`src/rtl/shift_sequencer_pkg.sv`:
```
// Shared types and constants for the multi-cycle shift sequencer.
package shift_pkg;

  localparam int unsigned CW = 5;

  typedef enum logic [1:0] {
    SHR  = 2'd0,
    SHRA = 2'd1,
    SHL  = 2'd2,
    SHC  = 2'd3
  } shift_op_t;

  typedef enum logic [2:0] {
    IDLE    = 3'd0,
    LD_OPND = 3'd1,
    LD_CNT  = 3'd2,
    SHIFT   = 3'd3,
    WB      = 3'd4
  } shseq_state_t;

  // Datapath strobes that depend on state alone.
  typedef struct packed {
    logic done;
    logic rb_out;
    logic opnd_ld;
    logic imm_out;
    logic rc_out;
    logic cnt_ld;
    logic res_out;
    logic ra_in;
  } shseq_strb_t;

endpackage

```
`src/rtl/shift_sequencer_if.sv`:
```
// Control-unit handshake and datapath strobe bundle between the shift sequencer and its parent.
interface shift_sequencer_if
  import shift_pkg::*;
#(
  parameter int unsigned cw = CW
) ();

  logic            start;
  shift_op_t       op;
  logic [cw-1:0]   imm_count;
  logic            busy;
  logic            done;
  logic            rb_out;
  logic            opnd_ld;
  logic            imm_out;
  logic            rc_out;
  logic            cnt_ld;
  logic            cnt_decr;
  logic            cnt_zero;
  logic            shift_en;
  shift_op_t       shift_op;
  logic            res_out;
  logic            ra_in;

  modport master (
    input  start, op, imm_count, cnt_zero,
    output busy, done, rb_out, opnd_ld, imm_out, rc_out,
           cnt_ld, cnt_decr, shift_en, shift_op, res_out, ra_in
  );

  modport slave (
    output start, op, imm_count, cnt_zero,
    input  busy, done, rb_out, opnd_ld, imm_out, rc_out,
           cnt_ld, cnt_decr, shift_en, shift_op, res_out, ra_in
  );

endinterface

```
`src/rtl/shift_sequencer.sv`:
```
// Sequences one shr/shra/shl/shc instruction: operand load, count load,
// one shifter step per count, then result write-back.
module shift_sequencer
  import shift_pkg::*;
#(
  parameter int unsigned w  = 32,
  parameter int unsigned cw = CW
) (
  input  logic              clk,
  input  logic              rst,
  shift_sequencer_if.master sif
);

  if (cw != $clog2(w)) begin : g_cw_check
    $error("shift_sequencer: cw must equal log2(w)");
  end

  shseq_state_t  state_q, state_d;
  shift_op_t     op_q, op_d;
  logic [cw-1:0] count_q, count_d;
  shseq_strb_t   strb_q, strb_d;
  logic          busy_q, busy_d;
  logic          shift_ph_q, shift_ph_d;

  // State and registered strobes; async reset abandons any shift in flight.
  always_ff @(posedge clk or negedge rst) begin
    if (!rst) begin
      state_q    <= IDLE;
      op_q       <= SHR;
      count_q    <= '0;
      strb_q     <= '0;
      busy_q     <= 1'b0;
      shift_ph_q <= 1'b0;
    end else begin
      state_q    <= state_d;
      op_q       <= op_d;
      count_q    <= count_d;
      strb_q     <= strb_d;
      busy_q     <= busy_d;
      shift_ph_q <= shift_ph_d;
    end
  end

  // Next state, plus strobes decoded from the state being entered so they leave a flop.
  always_comb begin
    state_d    = state_q;
    op_d       = op_q;
    count_d    = count_q;
    strb_d     = '0;
    busy_d     = 1'b0;
    shift_ph_d = 1'b0;

    unique case (state_q)
      IDLE: begin
        if (sif.start) begin
          op_d    = sif.op;
          count_d = sif.imm_count;
          state_d = LD_OPND;
        end
      end
      LD_OPND: state_d = LD_CNT;
      LD_CNT:  state_d = SHIFT;
      SHIFT: begin
        if (sif.cnt_zero) begin
          state_d = WB;
        end
      end
      WB:      state_d = IDLE;
      default: state_d = IDLE;
    endcase

    unique case (state_d)
      LD_OPND: begin
        strb_d.rb_out  = 1'b1;
        strb_d.opnd_ld = 1'b1;
      end
      LD_CNT: begin
        // A zero c3 field means the count comes from R[c].
        strb_d.cnt_ld  = 1'b1;
        strb_d.imm_out = (count_q != '0);
        strb_d.rc_out  = (count_q == '0);
      end
      WB: begin
        strb_d.res_out = 1'b1;
        strb_d.ra_in   = 1'b1;
        strb_d.done    = 1'b1;
      end
      default: begin
        strb_d = '0;
      end
    endcase

    busy_d     = (state_d != IDLE);
    shift_ph_d = (state_d == SHIFT);
  end

  assign sif.busy     = busy_q;
  assign sif.done     = strb_q.done;
  assign sif.rb_out   = strb_q.rb_out;
  assign sif.opnd_ld  = strb_q.opnd_ld;
  assign sif.imm_out  = strb_q.imm_out;
  assign sif.rc_out   = strb_q.rc_out;
  assign sif.cnt_ld   = strb_q.cnt_ld;
  assign sif.res_out  = strb_q.res_out;
  assign sif.ra_in    = strb_q.ra_in;
  assign sif.shift_op = op_q;

  // cnt_zero is the counter's registered flag, so stepping stays flop-to-flop.
  assign sif.shift_en = shift_ph_q & ~sif.cnt_zero;
  assign sif.cnt_decr = shift_ph_q & ~sif.cnt_zero;

endmodule

```
`src/flat_wrapper.sv`:
```
// flat-port wrapper written by rule: the top's interface ports become plain ports
module shift_sequencer_flat import shift_pkg::*;
#(
  parameter int unsigned w  = 32,
  parameter int unsigned cw = CW
)
  (clk, rst, sif_start, sif_op, sif_imm_count, sif_cnt_zero, sif_busy, sif_done, sif_rb_out, sif_opnd_ld, sif_imm_out, sif_rc_out, sif_cnt_ld, sif_cnt_decr, sif_shift_en, sif_shift_op, sif_res_out, sif_ra_in);
  shift_sequencer_if #(.cw(cw)) sif_i ();
  input  logic clk;
  input  logic rst;
  input wire logic [$bits(sif_i.start)-1:0] sif_start;
  input wire logic [$bits(sif_i.op)-1:0] sif_op;
  input wire logic [$bits(sif_i.imm_count)-1:0] sif_imm_count;
  input wire logic [$bits(sif_i.cnt_zero)-1:0] sif_cnt_zero;
  output wire logic [$bits(sif_i.busy)-1:0] sif_busy;
  output wire logic [$bits(sif_i.done)-1:0] sif_done;
  output wire logic [$bits(sif_i.rb_out)-1:0] sif_rb_out;
  output wire logic [$bits(sif_i.opnd_ld)-1:0] sif_opnd_ld;
  output wire logic [$bits(sif_i.imm_out)-1:0] sif_imm_out;
  output wire logic [$bits(sif_i.rc_out)-1:0] sif_rc_out;
  output wire logic [$bits(sif_i.cnt_ld)-1:0] sif_cnt_ld;
  output wire logic [$bits(sif_i.cnt_decr)-1:0] sif_cnt_decr;
  output wire logic [$bits(sif_i.shift_en)-1:0] sif_shift_en;
  output wire logic [$bits(sif_i.shift_op)-1:0] sif_shift_op;
  output wire logic [$bits(sif_i.res_out)-1:0] sif_res_out;
  output wire logic [$bits(sif_i.ra_in)-1:0] sif_ra_in;
  assign sif_i.start = sif_start;
  assign sif_i.op = sif_op;
  assign sif_i.imm_count = sif_imm_count;
  assign sif_i.cnt_zero = sif_cnt_zero;
  assign sif_busy = sif_i.busy;
  assign sif_done = sif_i.done;
  assign sif_rb_out = sif_i.rb_out;
  assign sif_opnd_ld = sif_i.opnd_ld;
  assign sif_imm_out = sif_i.imm_out;
  assign sif_rc_out = sif_i.rc_out;
  assign sif_cnt_ld = sif_i.cnt_ld;
  assign sif_cnt_decr = sif_i.cnt_decr;
  assign sif_shift_en = sif_i.shift_en;
  assign sif_shift_op = sif_i.shift_op;
  assign sif_res_out = sif_i.res_out;
  assign sif_ra_in = sif_i.ra_in;
  shift_sequencer #(.w(w), .cw(cw)) u_core (.clk(clk), .rst(rst), .sif(sif_i));
endmodule
```
`config.mk`:
```
export PLATFORM = sky130hd
export DESIGN_NAME = shift_sequencer_flat
export DESIGN_NICKNAME = d
export VERILOG_FILES = /design/src/rtl/shift_sequencer_pkg.sv /design/src/rtl/shift_sequencer_if.sv /design/src/rtl/shift_sequencer.sv /design/src/flat_wrapper.sv
export SDC_FILE = /design/constraint.sdc
export NUM_CORES = 1
export LEC_CHECK = 0
export CAP_MARGIN = 15
export CORE_AREA = 3 3 46 48
export CTS_CLUSTER_SIZE = 20
export DETAILED_ROUTE_END_ITERATION = 10
export DIE_AREA = 0 0 49 51
export PLACE_DENSITY = 0.72
export SLEW_MARGIN = 20
export SYNTH_ARGS = -nofsm -noshare
export SYNTH_HDL_FRONTEND = slang
export SYNTH_SLANG_ARGS = --single-unit
```
`constraint.sdc`:
```
create_clock -name clk -period 2.1 [get_ports clk]
set_input_delay 0.42 -clock clk [delete_from_list [all_inputs] [get_ports clk]]
set_output_delay 0.42 -clock clk [all_outputs]
set_load 0.1 [all_outputs]
```
== Word level (Yosys, flattened, before mapping) ==
Cells that the tools add are included.

* Equal/unequal tests: 7
* Bitwise operators: 2
* Reductions and logical operators: 5
* Mux-type cells: 7

{| class="wikitable"
|+ Operators by type and width
! cell !! number
|-
| $eq A3 B2 Y1 const B || 4
|-
| $pmux W3 S4 || 1
|-
| $mux W3 || 3
|-
| $eq A3 B1 Y1 const B || 2
|-
| $logic_not A5 Y1 || 1
|-
| $reduce_bool A5 Y1 || 1
|-
| $mux W2 || 2
|-
| $eq A3 B3 Y1 const B || 1
|-
| $logic_not A3 Y1 || 1
|-
| $reduce_bool A3 Y1 || 1
|-
| $reduce_and A2 Y1 || 1
|-
| $and A1 B1 Y1 || 1
|-
| $mux W1 || 1
|-
| $not A1 Y1 || 1
|}

* Output and inout port bits: 13
* Logic and storage cells: 34
* Bits in registers: 20
* Bits of input ports: 11

== Logic depth before layout (Yosys ltp) ==
Gate-level depths: netlist (run 1).

* Depth in word-level cells: 4
* Depth in mapped cells: 3
* Depth with buffers taken out: 2

== Worst setup path before layout (run 1) ==
OpenSTA, ideal clock, no wires.

* Path type: input to output
* From: in sif_cnt_zero
* To: out sif_shift_en
* Stages: 2
* Setup slack: -0.605 ns
* Data arrival time: 2.285 ns
* Path buffers: 1
* Required time: 1.680 ns
* Cell sequence: nor2b_1 > buf_4

* Cells in the longest elaborated chain, start to end: 2

{| class="wikitable"
|+ Ends and longest elaborated chain
! item !! line !! RTL
|-
| start: declaration || flat_wrapper.sv:14 || <nowiki>input wire logic [$bits(sif_i.cnt_zero)-1:0] sif_cnt_zero;</nowiki>
|-
| $not A1 Y1 || shift_sequencer.sv:109 || <nowiki>assign sif.shift_en = shift_ph_q & ~sif.cnt_zero;</nowiki>
|-
| $and A1 B1 Y1 || shift_sequencer.sv:109 ||
|-
| end: declaration || flat_wrapper.sv:23 || <nowiki>output wire logic [$bits(sif_i.shift_en)-1:0] sif_shift_en;</nowiki>
|}

No other way between the ends.

== Worst setup path in the final report (run 1) ==
Same ends and word-level chain as after synthesis.

==> key figures, run 1 <==
Route
  – Via-per-instance ratio: ~4.5
  – Antenna-violating nets left: 0
  – Drt pass-1 iters: 4
  – Via count: 428
  – Wirelength per Cell: about 11 um
  – Initial DRC Count: 5
  – Final wirelength: approximately 1100 um
  – Residual DRC: 0

Floorplanning
  – Io pins: 24
  – Die width: 49 um
  – Starting Density: 0.386
  – Die Ht: 51 um
  – Die area: 2500 um2
  – Row Count: 15
  – Core area: 1750 um2

CTS
  – Post-CTS Setup Inserts: 0
  – Clock latency on the worst-skew pair: 280 ps
  – CTS Hold Bufs: 0
  – Worst-path clk slew: roughly 100 ps
  – Num CTS Buffers: 3
  – H-tree depth: 1
  – CTS root buf: clkbuf_4
  – Cts repair resizes: 0
  – Clock buffer depth: 2
  – CTS tree: built
  – CTS sink cnt: 17

Finish
  – Finished Layout Cells: 96
  – P&R area growth vs syn: 37.5%
  – Post-layout util: 0.531
  – Layout cells sized above 1: 0.394
  – Nets: 83
  – Ant. Diodes: 0

Global routing
  – GRT Residual Overflow: 0
  – Global-route wire length before repair: 1790 um
  – Largest net degree at the start of global routing: 18
  – GRT Total Usage: 0.0959
  – Number of antenna violations at the first check in global routing: 0
  – Vias in the first global route: 390

Min path
  – Hold Crit Class: in -> async

Timing
  – Final hold violations: 0
  – Setup Skew: 0.705 ps
  – Worst Tran Pin Value: 326 ps
  – Max-slew violations: 0
  – Slew headroom: 0.782
  – TNS Setup: 0 ps
  – Final period utilization: 0.859
  – RSZ-0062 raised after global routing: false
  – Min Clock Period, post-route: 1800 ps
  – Maximum clock rate: 555 MHz
  – Final-report setup violation count: 0

Yosys
  – Post-synth EDFFs: 0
  – Share of the yosys chip area belonging to registers: 0.631
  – Area leader, netlist: dfrtp_1
  – Syn nets: 59
  – Yosys reg bits: 17
  – Post-Syn Instances: 48
  – Top cells by count, synth: dfrtp_1, mux2_2, buf_4
  – Main synth FF type: dfrtp_1
  – Cell with the most instances after synthesis: dfrtp_1
  – Synth top area share: 0.631
  – Synth warnings: 0
  – Post-Syn Area: roughly 670 um2
  – Mapped Avg Cell Area: 14.0 um2
  – Area contributors post-synth: dfrtp_1, mux2_2, buf_4
  – Asr flop ratio synth: 1.00
  – Yosys cell types: 17

Status
  – Outcome: finished, final reports clean

Worst setup path
  – Setup Crit Path Kind: in -> out
  – Critical path endpoint category: output pin
  – Crit path DAT: 1380 ps
  – Crit start category: input port
  – CP max FO: 5
  – CP required: 1680 ps

Placement
  – Port-buffer cells: 23
  – Placed Cells incl. Taps: 92
  – DP Wirelength: 812 um
  – Placer Congestion: 0.677

Run
  – Max Cap Viol: 0
## state kept, by name (all words and copies together) (netlist names)
register,count
u_core.sif.imm_out,1
u_core.sif.cnt_ld,1
u_core.state_q,3
u_core.shift_ph_q,1
u_core.sif.done,1
u_core.count_q,5
u_core.sif.busy,1
u_core.sif.rc_out,1
u_core.sif.opnd_ld,1
u_core.sif.shift_op,2
## layout by cell type (no fill, tap or decap)
cell type,n
nand2b_1,2
clkbuf_4,3
buf_4,13
or4_1,1
buf_12,2
clkinv_2,1
nand2_1,1
a21oi_1,2
nor2b_2,1
o21bai_1,2
nor4b_4,1
nor3_1,1
o21a_1,1
dfrtp_1,17
nor3b_1,2
a31oi_1,1
clkdlybuf4s50_1,10
nor2_1,3
mux2_2,7
## final cells by class
class	count	area, um2
clock buffer	3	22.5
clock inverter	1	5.00
fill	155	818
multi-input combinational	25	205
sequential	17	425
tap	25	31.3
timing repair buffer	25	238
## cell families after synthesis
logic type | count (synthesis) | synth area share
AND/OR/NAND/NOR | 12 | 0.126
buffers and inverters | 6 | 0.0686
flip-flops | 17 | 0.631
AO/OA/AOI/OAI | 6 | 0.0575
multiplexers | 7 | 0.117
## metrics by stage
stage          cell area (um2)  hold slack, ps  setup WS [ps]
3_3_place_gp               900             446            285
4_1_cts                    927             446            284
5_1_grt                    927             443            249
6_report                   927             444            297
2_1_floorplan              677             124           7.10
3_5_place_dp               900             451            297
## routing by layer
metal / wire length [um] / share of wire / GRT usage
met5: 0 / 0 / 0
met4: 12 / 0.011 / 0.0284
met3: 62 / 0.057 / 0.0437
met2: 510 / 0.47 / 0.143
met1: 500 / 0.46 / 0.125
## worst max-delay path, cell delays in order
cell and delay, ps:
clkdlybuf4s50_1 490, nor2b_2 260, buf_12 210
## path summary, 6_finish.rpt
check / endpoint / startpoint / slack [ps] / depth (start not counted)
min in group clk: u_core.sif.rc_out / u_core.count_q[1] / 460 / 1
max in group asynchronous: u_core.sif.shift_op[1] / rst / 1480 / 2
setup / recovery: sif_shift_en / sif_cnt_zero / 300 / 3
setup reg to reg: u_core.count_q[2] / u_core.state_q[0] / 700 / 3
hold / removal: u_core.sif.done / rst / 440 / 2
hold reg to reg: u_core.sif.rc_out / u_core.count_q[1] / 460 / 1
Power of run 1 is not shown: default switching activity piles up to over one toggle a cycle in this logic, so the estimate is an artifact.
==> inputs of run 2 (changes only) <==
- CAP_MARGIN: 15 -> unset
- GPL_ROUTABILITY_DRIVEN: unset -> 0
==> results of run 2 <==
Same layout as run 1: the final DEF is identical, and so are final timing and power.
Power of run 2 is left out for the same reason.
==> inputs of run 3 (changes only) <==
- MAX_ROUTING_LAYER: unset -> met4
==> run 3 against run 2 <==
Clock-buffer cell count is the same; via count shrank 0.70%; wire length shrank 0.55%; utilization is the same; final area is the same; non-clock buffer count is the same; die area is the same; fmax is essentially flat; hold slack is essentially flat.
==> key figures, run 3 (synthesis gave the netlist of run 1 again) <==
Status
  – Outcome: finished, final reports clean

Placement
  – Port-buffer cells: 23 (unchanged)
  – DP Wirelength: 812 um (unchanged)

Finish
  – Ant. Diodes: 0 (unchanged)
  – Commonest cells after routing, fill and taps aside: dfrtp_1, buf_4, clkdlybuf4s50_1
  – Nets: 83 (unchanged)
  – Layout cells sized above 1: 0.394 (unchanged)
  – P&R area growth vs syn: 37.5% (unchanged)
  – Top reg by flops: u_core.count_q
  – Max FFs per register: 5 (unchanged)
  – Most common cell after layout, fill and taps aside: dfrtp_1

Floorplanning
  – Row Count: 15 (unchanged)
  – Io pins: 24 (unchanged)
  – Die Ht: 51 um (unchanged)
  – Core area: 1750 um2 (unchanged)
  – Starting Density: 0.386 (unchanged)
  – Die width: 49 um (unchanged)
  – Die area: 2500 um2 (unchanged)

Worst setup path
  – CP peak stage delay: 490 ps (about the same)
  – Setup Crit Path Kind: in -> out
  – Critical path endpoint category: output pin
  – Worst path slowest cell: clkdlybuf4s50_1
  – Crit start category: input port
  – CP required: 1680 ps (about the same)
  – Crit path DAT: 1380 ps (about the same)
  – CP max FO: 5 (unchanged)
  – CP cell instances: clkdlybuf4s50_1 -> nor2b_2 -> buf_12

CTS
  – Clock latency on the worst-skew pair: 280 ps (about the same)
  – H-tree depth: 1 (unchanged)
  – CTS root buf: clkbuf_4
  – Num CTS Buffers: 3 (unchanged)
  – Post-CTS Setup Inserts: 0 (unchanged)
  – CTS sink cnt: 17 (unchanged)
  – Cts repair resizes: 0 (unchanged)
  – CTS Hold Bufs: 0 (unchanged)
  – Worst-path clk slew: 100 ps (about the same)
  – Clock buffer depth: 2 (unchanged)
  – CTS tree: built

Route
  – Via count: 425 (-0.70%)
  – Residual DRC: 0 (unchanged)
  – Wirelength per Cell: 11.3 um (-0.55%)
  – Initial DRC Count: 5 (unchanged)
  – Final wirelength: 1080 um (-0.55%)
  – Antenna-violating nets left: 0 (unchanged)
  – Drt pass-1 iters: 4 (unchanged)
  – Via-per-instance ratio: 4.43 (-0.70%)

Timing
  – Final hold violations: 0 (unchanged)
  – Final period utilization: 0.859 (about the same)
  – Max-slew violations: 0 (unchanged)
  – RSZ-0062 raised after global routing: false
  – Final-report setup violation count: 0 (unchanged)
  – Slew headroom: 0.782 (about the same)
  – Worst Tran Pin Value: 326 ps (+0.00155 ps)
  – Min Clock Period, post-route: 1800 ps (+0.352 ps)
  – Setup Skew: 1.45 ps (+0.741 ps)
  – Maximum clock rate: 554 MHz (about the same)
  – TNS Setup: 0 ps (unchanged)

Global routing
  – Number of antenna violations at the first check in global routing: 0 (unchanged)
  – Largest net degree at the start of global routing: 18 (unchanged)
  – Vias in the first global route: 389 (-0.26%)
  – GRT Residual Overflow: 0 (unchanged)
  – Global-route wire length before repair: 1790 um (unchanged)
  – GRT Total Usage: 0.0985 (+0.00263)

Min path
  – Hold Crit Class: in -> async

Run
  – Max Cap Viol: 0 (unchanged)
==> run 3: cell counts in the layout (fill, tap and decap cells not counted) <==
Identical to the previous run, type by type.
==> run 3: final cells by class <==
class	count	area [um2]
clock buffers	3	22.5
clock inverters	1	5.00
fillers	155	818
multi-input cells	25	205
flip-flops and latches	17	425
well taps	25	31.3
repair buffers	25	238
==> run 3: critical path: cells and delay by family <==
kind	cells	cell delay [ps]
buffers and inverters	2	700
AND/OR/NAND/NOR	1	260
==> run 3: metal layers <==
metal  global-route usage  vias to the layer above  part of all wire
met5                    -                        -                 0
met1                0.125                      198              0.46
li1                     -                      208                 -
met2                0.143                       17              0.47
met4               0.0284                        0            0.0056
met3               0.0437                        2             0.062
==> run 3: path summary, 6_finish.rpt <==
kind,from,to,slack (ps),depth (start not counted)
setup / recovery,sif_cnt_zero,sif_shift_en,300,3
hold / removal,rst,u_core.sif.done,440,2
min in group clk,u_core.count_q[1],u_core.sif.rc_out,460,1
setup reg to reg,u_core.state_q[0],u_core.count_q[2],700,3
hold reg to reg,u_core.count_q[1],u_core.sif.rc_out,460,1
max in group asynchronous,rst,u_core.sif.shift_op[1],1480,2
==> run 3: per-stage QoR <==
| step | std cells | utilization | hold WS [ps] | worst slack, ps | instance area (um2) |
|---|---|---|---|---|---|
| floorplan | 48 | - | 124 | 7.10 | 677 |
| global placement | 92 | 0.515 | 446 | 285 | 900 |
| detailed placement | 92 | 0.515 | 451 | 297 | 900 |
| CTS | 96 | 0.531 | 446 | 284 | 927 |
| global route | 96 | 0.531 | 443 | 249 | 927 |
| finish | 96 | 0.531 | 444 | 296 | 927 |
Power of run 3 is left out for the same reason.
